## config.mk

```make
export PLATFORM = sky130hd
export DESIGN_NAME = keypad_cmd_scheduler
export DESIGN_NICKNAME = d
export VERILOG_FILES = /design/src/rtl/bomber_pkg.sv /design/src/rtl/key_debounce.sv /design/src/rtl/keypad_cmd_scheduler.sv
export SDC_FILE = /design/constraint.sdc
export NUM_CORES = 1
export LEC_CHECK = 0
export ABC_CLOCK_PERIOD_IN_PS = 2020
export CAP_MARGIN = 20
export CORE_ASPECT_RATIO = 1.5
export CORE_MARGIN = 2
export CORE_UTILIZATION = 48
export DETAILED_ROUTE_END_ITERATION = 10
export GPL_TIMING_DRIVEN = 0
export PLACE_DENSITY = 0.72
export SLEW_MARGIN = 20
export SYNTH_ARGS = -nofsm -noshare
export SYNTH_HDL_FRONTEND = slang
export SYNTH_SLANG_ARGS = --single-unit
```

## constraint.sdc

```tcl
create_clock -name clk -period 2.02 [get_ports clk]
set_input_delay 0.606 -clock clk [delete_from_list [all_inputs] [get_ports clk]]
set_output_delay 0.606 -clock clk [all_outputs]
set_load 0.02 [all_outputs]
```

## src/rtl/bomber_pkg.sv

```systemverilog
// Shared command codes, FSM encodings and key indices for the keypad scheduler.
// Latency: n/a (types and constants only).
// Backpressure: n/a.
package bomber_pkg;

  typedef enum logic [2:0] {
    CMD_NONE   = 3'd0,
    CMD_UP     = 3'd1,
    CMD_DOWN   = 3'd2,
    CMD_LEFT   = 3'd3,
    CMD_RIGHT  = 3'd4,
    CMD_ACTION = 3'd5
  } cmd_code_e;

  typedef enum logic {
    ST_IDLE  = 1'b0,
    ST_OFFER = 1'b1
  } sched_state_e;

  // Key index order matches cmd_code minus one, so a grant index maps
  // straight onto its command code.
  localparam int NUM_KEYS   = 5;
  localparam int KEY_UP     = 0;
  localparam int KEY_DOWN   = 1;
  localparam int KEY_LEFT   = 2;
  localparam int KEY_RIGHT  = 3;
  localparam int KEY_ACTION = 4;

  function automatic cmd_code_e key_to_code(input logic [2:0] key_idx);
    return cmd_code_e'(key_idx + 3'd1);
  endfunction

endpackage

```

## src/rtl/key_debounce.sv

```systemverilog
// Single-key debouncer: debounced level flips after DEB_CYCLES consecutive differing samples.
// Latency: DEB_CYCLES cycles from a stable raw change to deb; rise is a 1-cycle pulse with deb's first high cycle.
// Backpressure: none (free-running).
// Ports: clk, rst (sync, active-high), raw (scanner level), deb (debounced level), rise (debounced 0->1 pulse).
module key_debounce #(
  parameter int DEB_CYCLES = 16
) (
  input  logic clk,
  input  logic rst,
  input  logic raw,
  output logic deb,
  output logic rise
);

  localparam int CW = $clog2(DEB_CYCLES) + 1;

  logic [CW-1:0] cnt;

  always_ff @(posedge clk) begin
    if (rst) begin
      deb  <= 1'b0;
      rise <= 1'b0;
      cnt  <= '0;
    end else begin
      rise <= 1'b0;
      if (raw != deb) begin
        // cnt holds the number of earlier differing cycles, so this is the last one
        if (cnt == CW'(DEB_CYCLES - 1)) begin
          deb  <= raw;
          rise <= raw;
          cnt  <= '0;
        end else begin
          cnt <= cnt + CW'(1);
        end
      end else begin
        cnt <= '0;
      end
    end
  end

endmodule

```

## src/rtl/keypad_cmd_scheduler.sv

```systemverilog
// Keypad command scheduler: debounce, auto-repeat, per-key pending bits, action-first/round-robin arbitration.
// Latency: pending set 1 cycle after debounced rise; cmd_valid 1 cycle after a pending bit is seen in IDLE.
// Backpressure: offered command held stable until cmd_ready; one command per 2 cycles at most.
// Ports: clk, rst (sync, active-high), up/down/left/right/action (raw levels),
//        cmd_ready (sink accepts), cmd_valid/cmd_code (offered command).
module keypad_cmd_scheduler
  import bomber_pkg::*;
#(
  parameter int DEB_CYCLES    = 16,
  parameter int REPEAT_DELAY  = 256,
  parameter int REPEAT_PERIOD = 64
) (
  input  logic       clk,
  input  logic       rst,
  input  logic       up,
  input  logic       down,
  input  logic       left,
  input  logic       right,
  input  logic       action,
  input  logic       cmd_ready,
  output logic       cmd_valid,
  output logic [2:0] cmd_code
);

  localparam int HW = $clog2(REPEAT_DELAY) + 1;

  logic [NUM_KEYS-1:0] raw_keys;
  logic [NUM_KEYS-1:0] deb;
  logic [NUM_KEYS-1:0] rise;
  logic [NUM_KEYS-1:0] evt;
  logic [NUM_KEYS-1:0] set_mask;
  logic [NUM_KEYS-1:0] clr_mask;
  logic [NUM_KEYS-1:0] pend;
  logic [3:0]          rep_evt;
  logic [HW-1:0]       hold_cnt [4];

  sched_state_e state, state_nxt;
  cmd_code_e    code_q, code_nxt;
  logic [1:0]   rr_ptr, rr_nxt;
  logic [2:0]   win_idx;
  logic [2:0]   grant_idx;
  logic [1:0]   cand;

  assign raw_keys[KEY_UP]     = up;
  assign raw_keys[KEY_DOWN]   = down;
  assign raw_keys[KEY_LEFT]   = left;
  assign raw_keys[KEY_RIGHT]  = right;
  assign raw_keys[KEY_ACTION] = action;

  for (genvar g = 0; g < NUM_KEYS; g++) begin : g_deb
    key_debounce #(.DEB_CYCLES(DEB_CYCLES)) u_key_debounce (
      .clk  (clk),
      .rst  (rst),
      .raw  (raw_keys[g]),
      .deb  (deb[g]),
      .rise (rise[g])
    );
  end

  // Hold counters (directions only). After the first repeat the counter is
  // reloaded so it reaches REPEAT_DELAY again exactly REPEAT_PERIOD cycles later.
  always_comb begin
    for (int i = 0; i < 4; i++) begin
      rep_evt[i] = deb[i] && (hold_cnt[i] == HW'(REPEAT_DELAY));
    end
  end

  always_ff @(posedge clk) begin
    for (int i = 0; i < 4; i++) begin
      if (rst || !deb[i]) begin
        hold_cnt[i] <= '0;
      end else if (rep_evt[i]) begin
        hold_cnt[i] <= HW'(REPEAT_DELAY - REPEAT_PERIOD + 1);
      end else begin
        hold_cnt[i] <= hold_cnt[i] + HW'(1);
      end
    end
  end

  // New requests; opposing directions held together suppress new sets only.
  always_comb begin
    evt      = (rise & deb) | {1'b0, rep_evt};
    set_mask = evt;
    if (deb[KEY_UP] && deb[KEY_DOWN]) begin
      set_mask[KEY_UP]   = 1'b0;
      set_mask[KEY_DOWN] = 1'b0;
    end
    if (deb[KEY_LEFT] && deb[KEY_RIGHT]) begin
      set_mask[KEY_LEFT]  = 1'b0;
      set_mask[KEY_RIGHT] = 1'b0;
    end
  end

  // Action wins outright; otherwise first pending direction at or after rr_ptr.
  // Scanning from the farthest offset down lets the nearest one overwrite.
  always_comb begin
    win_idx = 3'(KEY_ACTION);
    cand    = '0;
    if (!pend[KEY_ACTION]) begin
      for (int j = 3; j >= 0; j--) begin
        cand = rr_ptr + 2'(j);
        if (pend[cand]) begin
          win_idx = {1'b0, cand};
        end
      end
    end
  end

  assign grant_idx = code_q - 3'd1;

  always_comb begin
    state_nxt = state;
    code_nxt  = code_q;
    rr_nxt    = rr_ptr;
    clr_mask  = '0;
    case (state)
      ST_IDLE: begin
        if (|pend) begin
          code_nxt  = key_to_code(win_idx);
          state_nxt = ST_OFFER;
        end
      end
      ST_OFFER: begin
        if (cmd_ready) begin
          clr_mask[grant_idx] = 1'b1;
          if (code_q != CMD_ACTION) begin
            rr_nxt = grant_idx[1:0] + 2'd1;
          end
          code_nxt  = CMD_NONE;
          state_nxt = ST_IDLE;
        end
      end
      default: begin
        state_nxt = ST_IDLE;
        code_nxt  = CMD_NONE;
      end
    endcase
  end

  always_ff @(posedge clk) begin
    if (rst) begin
      state  <= ST_IDLE;
      code_q <= CMD_NONE;
      rr_ptr <= 2'd0;
      pend   <= '0;
    end else begin
      state  <= state_nxt;
      code_q <= code_nxt;
      rr_ptr <= rr_nxt;
      // A set in the same cycle as the transfer-clear keeps the bit.
      pend   <= (pend & ~clr_mask) | set_mask;
    end
  end

  assign cmd_valid = (state == ST_OFFER);
  assign cmd_code  = code_q;

endmodule

```

Yosys cells after proc, flatten, opt, wreduce, memory -nomap -nowiden --
Memory sizes are Yosys's and may differ from the RTL's. Cells that the tools add are included.
Word-level totals: register bits 46, bits in latches 0, bits in writable memories 36, ROM bits 0, input bits 8, output and inout port bits 4, memories kept 1
Cells by class: add/subtract/negate cells 15, multiply operators 0, div/mod/pow operators 0, $lt $le $gt $ge 6, equality and inequality tests 17, shift-type cells 0, mux-type cells 65, bitwise gates (word level) 24, reduce and logical (&&, ||, !) cells 33
Memory list:
- hold_cnt | depth 4, width 9, rd ports 4, clocked after Yosys merged registers in 0, wr ports 4, RTL line keypad_cmd_scheduler.sv:35 | logic [HW-1:0] hold_cnt [4];
Operator list (count):
- $mux W9 | 8
- $mux W1 | 39
- $add A9 B1 Y9 const B | 4
- $eq A9 B9 Y1 const B | 4
- $reduce_or A3 Y1 | 10
- $add A5 B1 Y5 const B | 5
- $eq A5 B4 Y1 const B | 5
- $mux W3 | 7
- $lt A2 B4 Y1 const B | 4
- $reduce_and A2 Y1 | 6
- $not A1 Y1 | 11
- $and A5 B5 Y5 | 2
- $mux W5 | 2
- $bmux W1 S2 | 4
- $or A1 B1 Y1 | 8
- $logic_and A1 B1 Y1 | 7
- $pmux W3 S2 | 1
- $ne A1 B1 Y1 | 5
- $not A5 Y5 | 1
- $or A5 B4 Y5 | 1
- $or A5 B5 Y5 | 1
- $reduce_or A5 Y1 | 1
- $add A2 B1 Y2 const B | 2
- $add A2 B2 Y2 const B | 2
- other kinds (12) | 20

Depth between registers and ports, before layout --
depth after elaboration 11, depth in mapped cells 9, gate-level depth less buffers 9

Hierarchy --
Synthesis repeated with hierarchy kept, for this count alone.
Unflattened totals: cells, all modules 399, area, all modules 3998.8 sq um
Modules (own cells, without submodules):
- keypad_cmd_scheduler | instances 1, cells an instance 274, area each 2666.3 sq um, seq. area each 1301.2 sq um
- key_debounce | instances 5, cells an instance 25, area each 266.5 sq um, seq. area each 140.1 sq um

Worst setup path after synthesis --
Ideal clock, no wire load.
kind register -> register, start register code_q[0] (netlist: cmd_code[0]), end register pend[3], setup time 0.134 ns, arrival 1.503 ns, required time 1.886 ns, path slack 0.382 ns, stages on the path, launching flop included 7, clock period less this slack 1.638 ns, cell sequence dfxtp_1 > inv_1 > ha_1 > xnor2_1 > nand3_1 > o311ai_0 > o31ai_1
On the way: cells in the longest elaborated chain, start to end 10, elaborated cells on any way between the ends 11
Ends and longest elaborated chain:
- from (decl) | RTL line keypad_cmd_scheduler.sv:38 | cmd_code_e code_q, code_nxt;
- from (signal assigned) | RTL line keypad_cmd_scheduler.sv:148 | code_q <= code_nxt;
- $sub A3 B1 Y3 (*) | RTL line keypad_cmd_scheduler.sv:109 | assign grant_idx = code_q - 3'd1;
- $lt A3 B4 Y1 (not written as such) / $ge A3 B1 Y1 (equally long branches) | RTL line keypad_cmd_scheduler.sv:125 | clr_mask[grant_idx] = 1'b1;
- $logic_and A1 B1 Y1 (not written as such) | RTL line keypad_cmd_scheduler.sv:125
- $mux W1 (not written as such) | RTL line keypad_cmd_scheduler.sv:125
- $demux W1 S3 (*) | RTL line keypad_cmd_scheduler.sv:125
- $mux W5 (*) | RTL line keypad_cmd_scheduler.sv:124 | if (cmd_ready) begin
- $mux W5 (*) | RTL line keypad_cmd_scheduler.sv:116 | case (state)
- $not A5 Y5 (*) | RTL line keypad_cmd_scheduler.sv:151 | pend <= (pend & ~clr_mask) | set_mask;
- $and A5 B5 Y5 (*) | RTL line keypad_cmd_scheduler.sv:151
- $or A5 B5 Y5 (*) | RTL line keypad_cmd_scheduler.sv:151
- to (signal assigned) | RTL line keypad_cmd_scheduler.sv:151
- to (decl) | RTL line keypad_cmd_scheduler.sv:33 | logic [NUM_KEYS-1:0] pend;
Mark *: on every way between the ends. The rest lies on a longest branch, timed or not. A chain may end at the register's enable or synchronous reset.

Worst setup path in the final report --
start register code_q[2] (netlist: cmd_code[2]), end output port cmd_code[2]
RTL lines:
- to (decl) | RTL line keypad_cmd_scheduler.sv:22 | output logic [2:0] cmd_code
No word-level cell between the ends.

==> run_results.csv <==
group,metric,value,unit
run_status,status,"completed",
synth,yosys_warnings,0,
setup_path,cp_slowest_cell,"clkdlybuf4s50_1",
clocking,clk_latency,0.33,ns
synth,synth_area_per_cell,10.0,sq um
clocking,cts_made_buffers,9,
setup_path,path_buf_inv,1,
synth,ys_ff_latch,82,
floorplanning,io_pins,12,
routing,drt_iter0_drc,78,
clocking,cts_hold_buf,0,
setup_path,arrival,1.36,ns
pwr,sequentialPowerShare,52.2,%
sta,hold_violations,0,
layout,fin_nets,480,
synth,yosys_most_used_dff,"dfxtp_1",
pwr,max-vdd-ir-drop,0.000608,V
clocking,cts_root_buf,"clkbuf_16",
place,dpl.hpwl,5080,um
routing,vias,2753,
layout,nFillCells,718,
place,placed_cell_area,4290,sq um
routing,drtAntennaViolNets,0,
sta,skew,0.00722,ns
clocking,htree_levels,3,
synth,syn_area,3920,sq um
synth,async_flop_share,0,%
synth,synth_cell_types,41,
clocking,numClockSinks,82,
global_routing,grt_usage,16.7,%
run,cap_viol_max_count,0,
floorplanning,core.rowCount,40,
clocking,cts_tree,"done",
place,portBuffers,11,
setup_path,crit_chain,"clkdlybuf4s50_1",
routing,drc,0,
sta,grt_setup_unrepaired,"false",
layout,utilization,57.8,%
setup_path,crit_type,"reg -> out",
sta,max_freq,0.508,GHz
sta,finalMaxSlewViolations,0,
sta,final.min_clock_period,1.97,ns
layout,final_area,4600,sq um
global_routing,grt_pass1_wl,11600,um
setup_path,cp.required,1.41,ns
sta,min_period_over_period,97.5,%
place,gp_congestion,0.815,
sta,finalSetupViolations,0,
min_path,hold_class,"reg -> reg",
routing,first_pass_iters,7,
routing,wirelength,6760,um
synth,seq_area_frac_synth,51.1,%
setup_path,path_delay_family,"buffers and inverters",
layout,diodes,0,
layout,ff_latch_area,2000,sq um
layout,multi_input_area,1920,sq um
setup_path,cp-end-kind,"output port",
routing,vias_per_cell,4.91,
global_routing,grt_pass1_vias,2726,
pwr,p_leak,1.73,nW
setup_path,slowest_delay,0.63,ns
pwr,clockPowerShare,44.4,%
floorplanning,dieWidth,77.7,um
routing,wl_per_cell,12.0,um
floorplanning,die_h,115,um
synth,syn_inst,391,
pwr,power_density,749,nW/um^2
global_routing,grt_overflow,0,
pwr,power.share.switching,21.8,%
global_routing,grt_max_degree,16,
synth,synth_edf_count,36,
pwr,p_switching,0.753,mW
floorplanning,start_util,49.2,%
global_routing,grt_antenna_before_repair,0,
floorplanning,die_area,8910,sq um
layout,drive_above_1_share,6.58,%
clocking,clk_pin_slew,0.06,ns
clocking,cts_buffer_depth,2,
pwr,comb_power_share,3.5,%
layout,area_delta_synth_final,17.6,%
sta,hold_slack,0.446,ns
floorplanning,core,7960,sq um
pwr,p_int,2.70,mW
setup_path,startpoint_type,"register",
setup_path,crit_fanout,4,
[synthesized netlist by cell type, types with 3 or more instances]
master	instances	area share (%)
nor2b_1	6	0.96
nand4_1	5	0.80
nor3_1	9	1.2
ha_1	21	6.7
edfxtp_1	36	28
a311oi_1	4	0.89
nand3_1	22	2.8
nand2_1	22	2.1
inv_1	26	2.5
xnor2_1	26	5.8
nor4_1	4	0.64
and4_1	6	1.3
dfxtp_1	46	24
or3_1	5	0.80
a21oi_1	19	2.4
nand2b_1	3	0.48
mux2i_1	6	1.5
and3_1	6	0.96
nor2_1	68	6.5
o21ai_0	8	1.0
xor2_1	15	3.4
nor4bb_1	5	1.3
[metrics by stage]
| step | setup WS (ns) | TNS (ns) | total power, mW | instances |
|---|---|---|---|---|
| floorplan | 0.382 | 0 | 1.90 | 426 |
| global placement | -0.313 | -9.33 | 1.94 | 542 |
| detailed placement | -0.366 | -10.66 | 1.95 | 542 |
| CTS | 0.0258 | 0 | 3.49 | 557 |
| global route | 0.00567 | 0 | 3.59 | 561 |
| finish | 0.0513 | 0 | 3.45 | 561 |
[cell families (layout without fill, tap and decap cells)]
family | after synthesis | in the layout | share of synthesized area [%]
buffers and inverters | 31 | 61 | 3.13
XOR/XNOR | 41 | 41 | 9.17
AO/OA/AOI/OAI | 41 | 41 | 6.81
adder cells (fa/ha/maj) | 21 | 21 | 6.71
other | 1 | 36 | 0.0958
AND/OR/NAND/NOR | 168 | 168 | 21.4
multiplexers | 6 | 6 | 1.53
flip-flops | 82 | 82 | 51.1
[per-layer routing]
| layer | up-vias | track usage (%) | wire length (um) | part of all wire [%] |
|---|---|---|---|---|
| met1 | 1270 | 16.9 | 2790 | 41 |
| li1 | 1455 | - | - | - |
| met5 | - | 0 | 0 | 0 |
| met2 | 18 | 30.6 | 3660 | 54 |
| met4 | 0 | 8.21 | 150 | 2.2 |
| met3 | 10 | 5.05 | 157 | 2.3 |
[cell usage in the layout (no fill, tap or decap), types with 5 or more instances in the layout]
master,instances
nor2_1,68
dfxtp_1,46
edfxtp_1,36
conb_1,36
xnor2_1,26
inv_1,25
nand2_1,22
nand3_1,22
ha_1,21
a21oi_1,19
xor2_1,15
nor3_1,9
clkbuf_16,9
clkdlybuf4s50_1,9
o21ai_0,8
nor2b_1,6
and3_1,6
and4_1,6
mux2i_1,6
nand4_1,5
or3_1,5
nor4bb_1,5
[repair_timing]
action,CTS,global route
gates resized for setup,2,1
setup endpoints to repair,4,3
setup buffers,0,4
[power by group through the flow]
| stage | logic, mW | registers, mW | clock network, mW |
|---|---|---|---|
| final | 0.119 | 1.80 | 1.53 |
| after global placement | 0.109 | 1.83 | 0 |
| after global routing | 0.138 | 1.80 | 1.65 |
| after floorplan | 0.0782 | 1.83 | 0 |
| after CTS | 0.112 | 1.80 | 1.58 |
| after detailed placement | 0.111 | 1.84 | 0 |
[state kept, by name (all words and copies together) (netlist names)]
name	flops
hold_cnt	36
g_deb.u_key_debounce.cnt	25
g_deb.u_key_debounce.rise	5
cmd_code	3
g_deb.u_key_debounce.deb	5
pend	5
cmd_valid	1
rr_ptr	2
[worst paths after layout]
check / slack [ns] / endpoint / cells after the start / startpoint
min: 0.45 / g_deb[4].u_key_debounce.cnt[0]$_SDFF_PP0_ / 1 / g_deb[4].u_key_debounce.cnt[0]$_SDFF_PP0_
max: 0.05 / cmd_code[2] / 1 / cmd_code[2]$_SDFFE_PP0P_
max reg2reg: 0.24 / pend[3]$_SDFF_PP0_ / 6 / cmd_code[0]$_SDFFE_PP0P_
min reg2reg: 0.45 / g_deb[4].u_key_debounce.cnt[0]$_SDFF_PP0_ / 1 / g_deb[4].u_key_debounce.cnt[0]$_SDFF_PP0_
[cell type report]
type                       count  area share [%]
buffer                         4           0.462
tap                          105            2.85
multi-input combinational    313            41.8
clock buffer                  10            5.19
sequential                    82            43.5
clock inverter                 6            1.06
inverter                      26            2.20
timing repair buffer          15            2.99
Power figures use the tool's default switching activity.
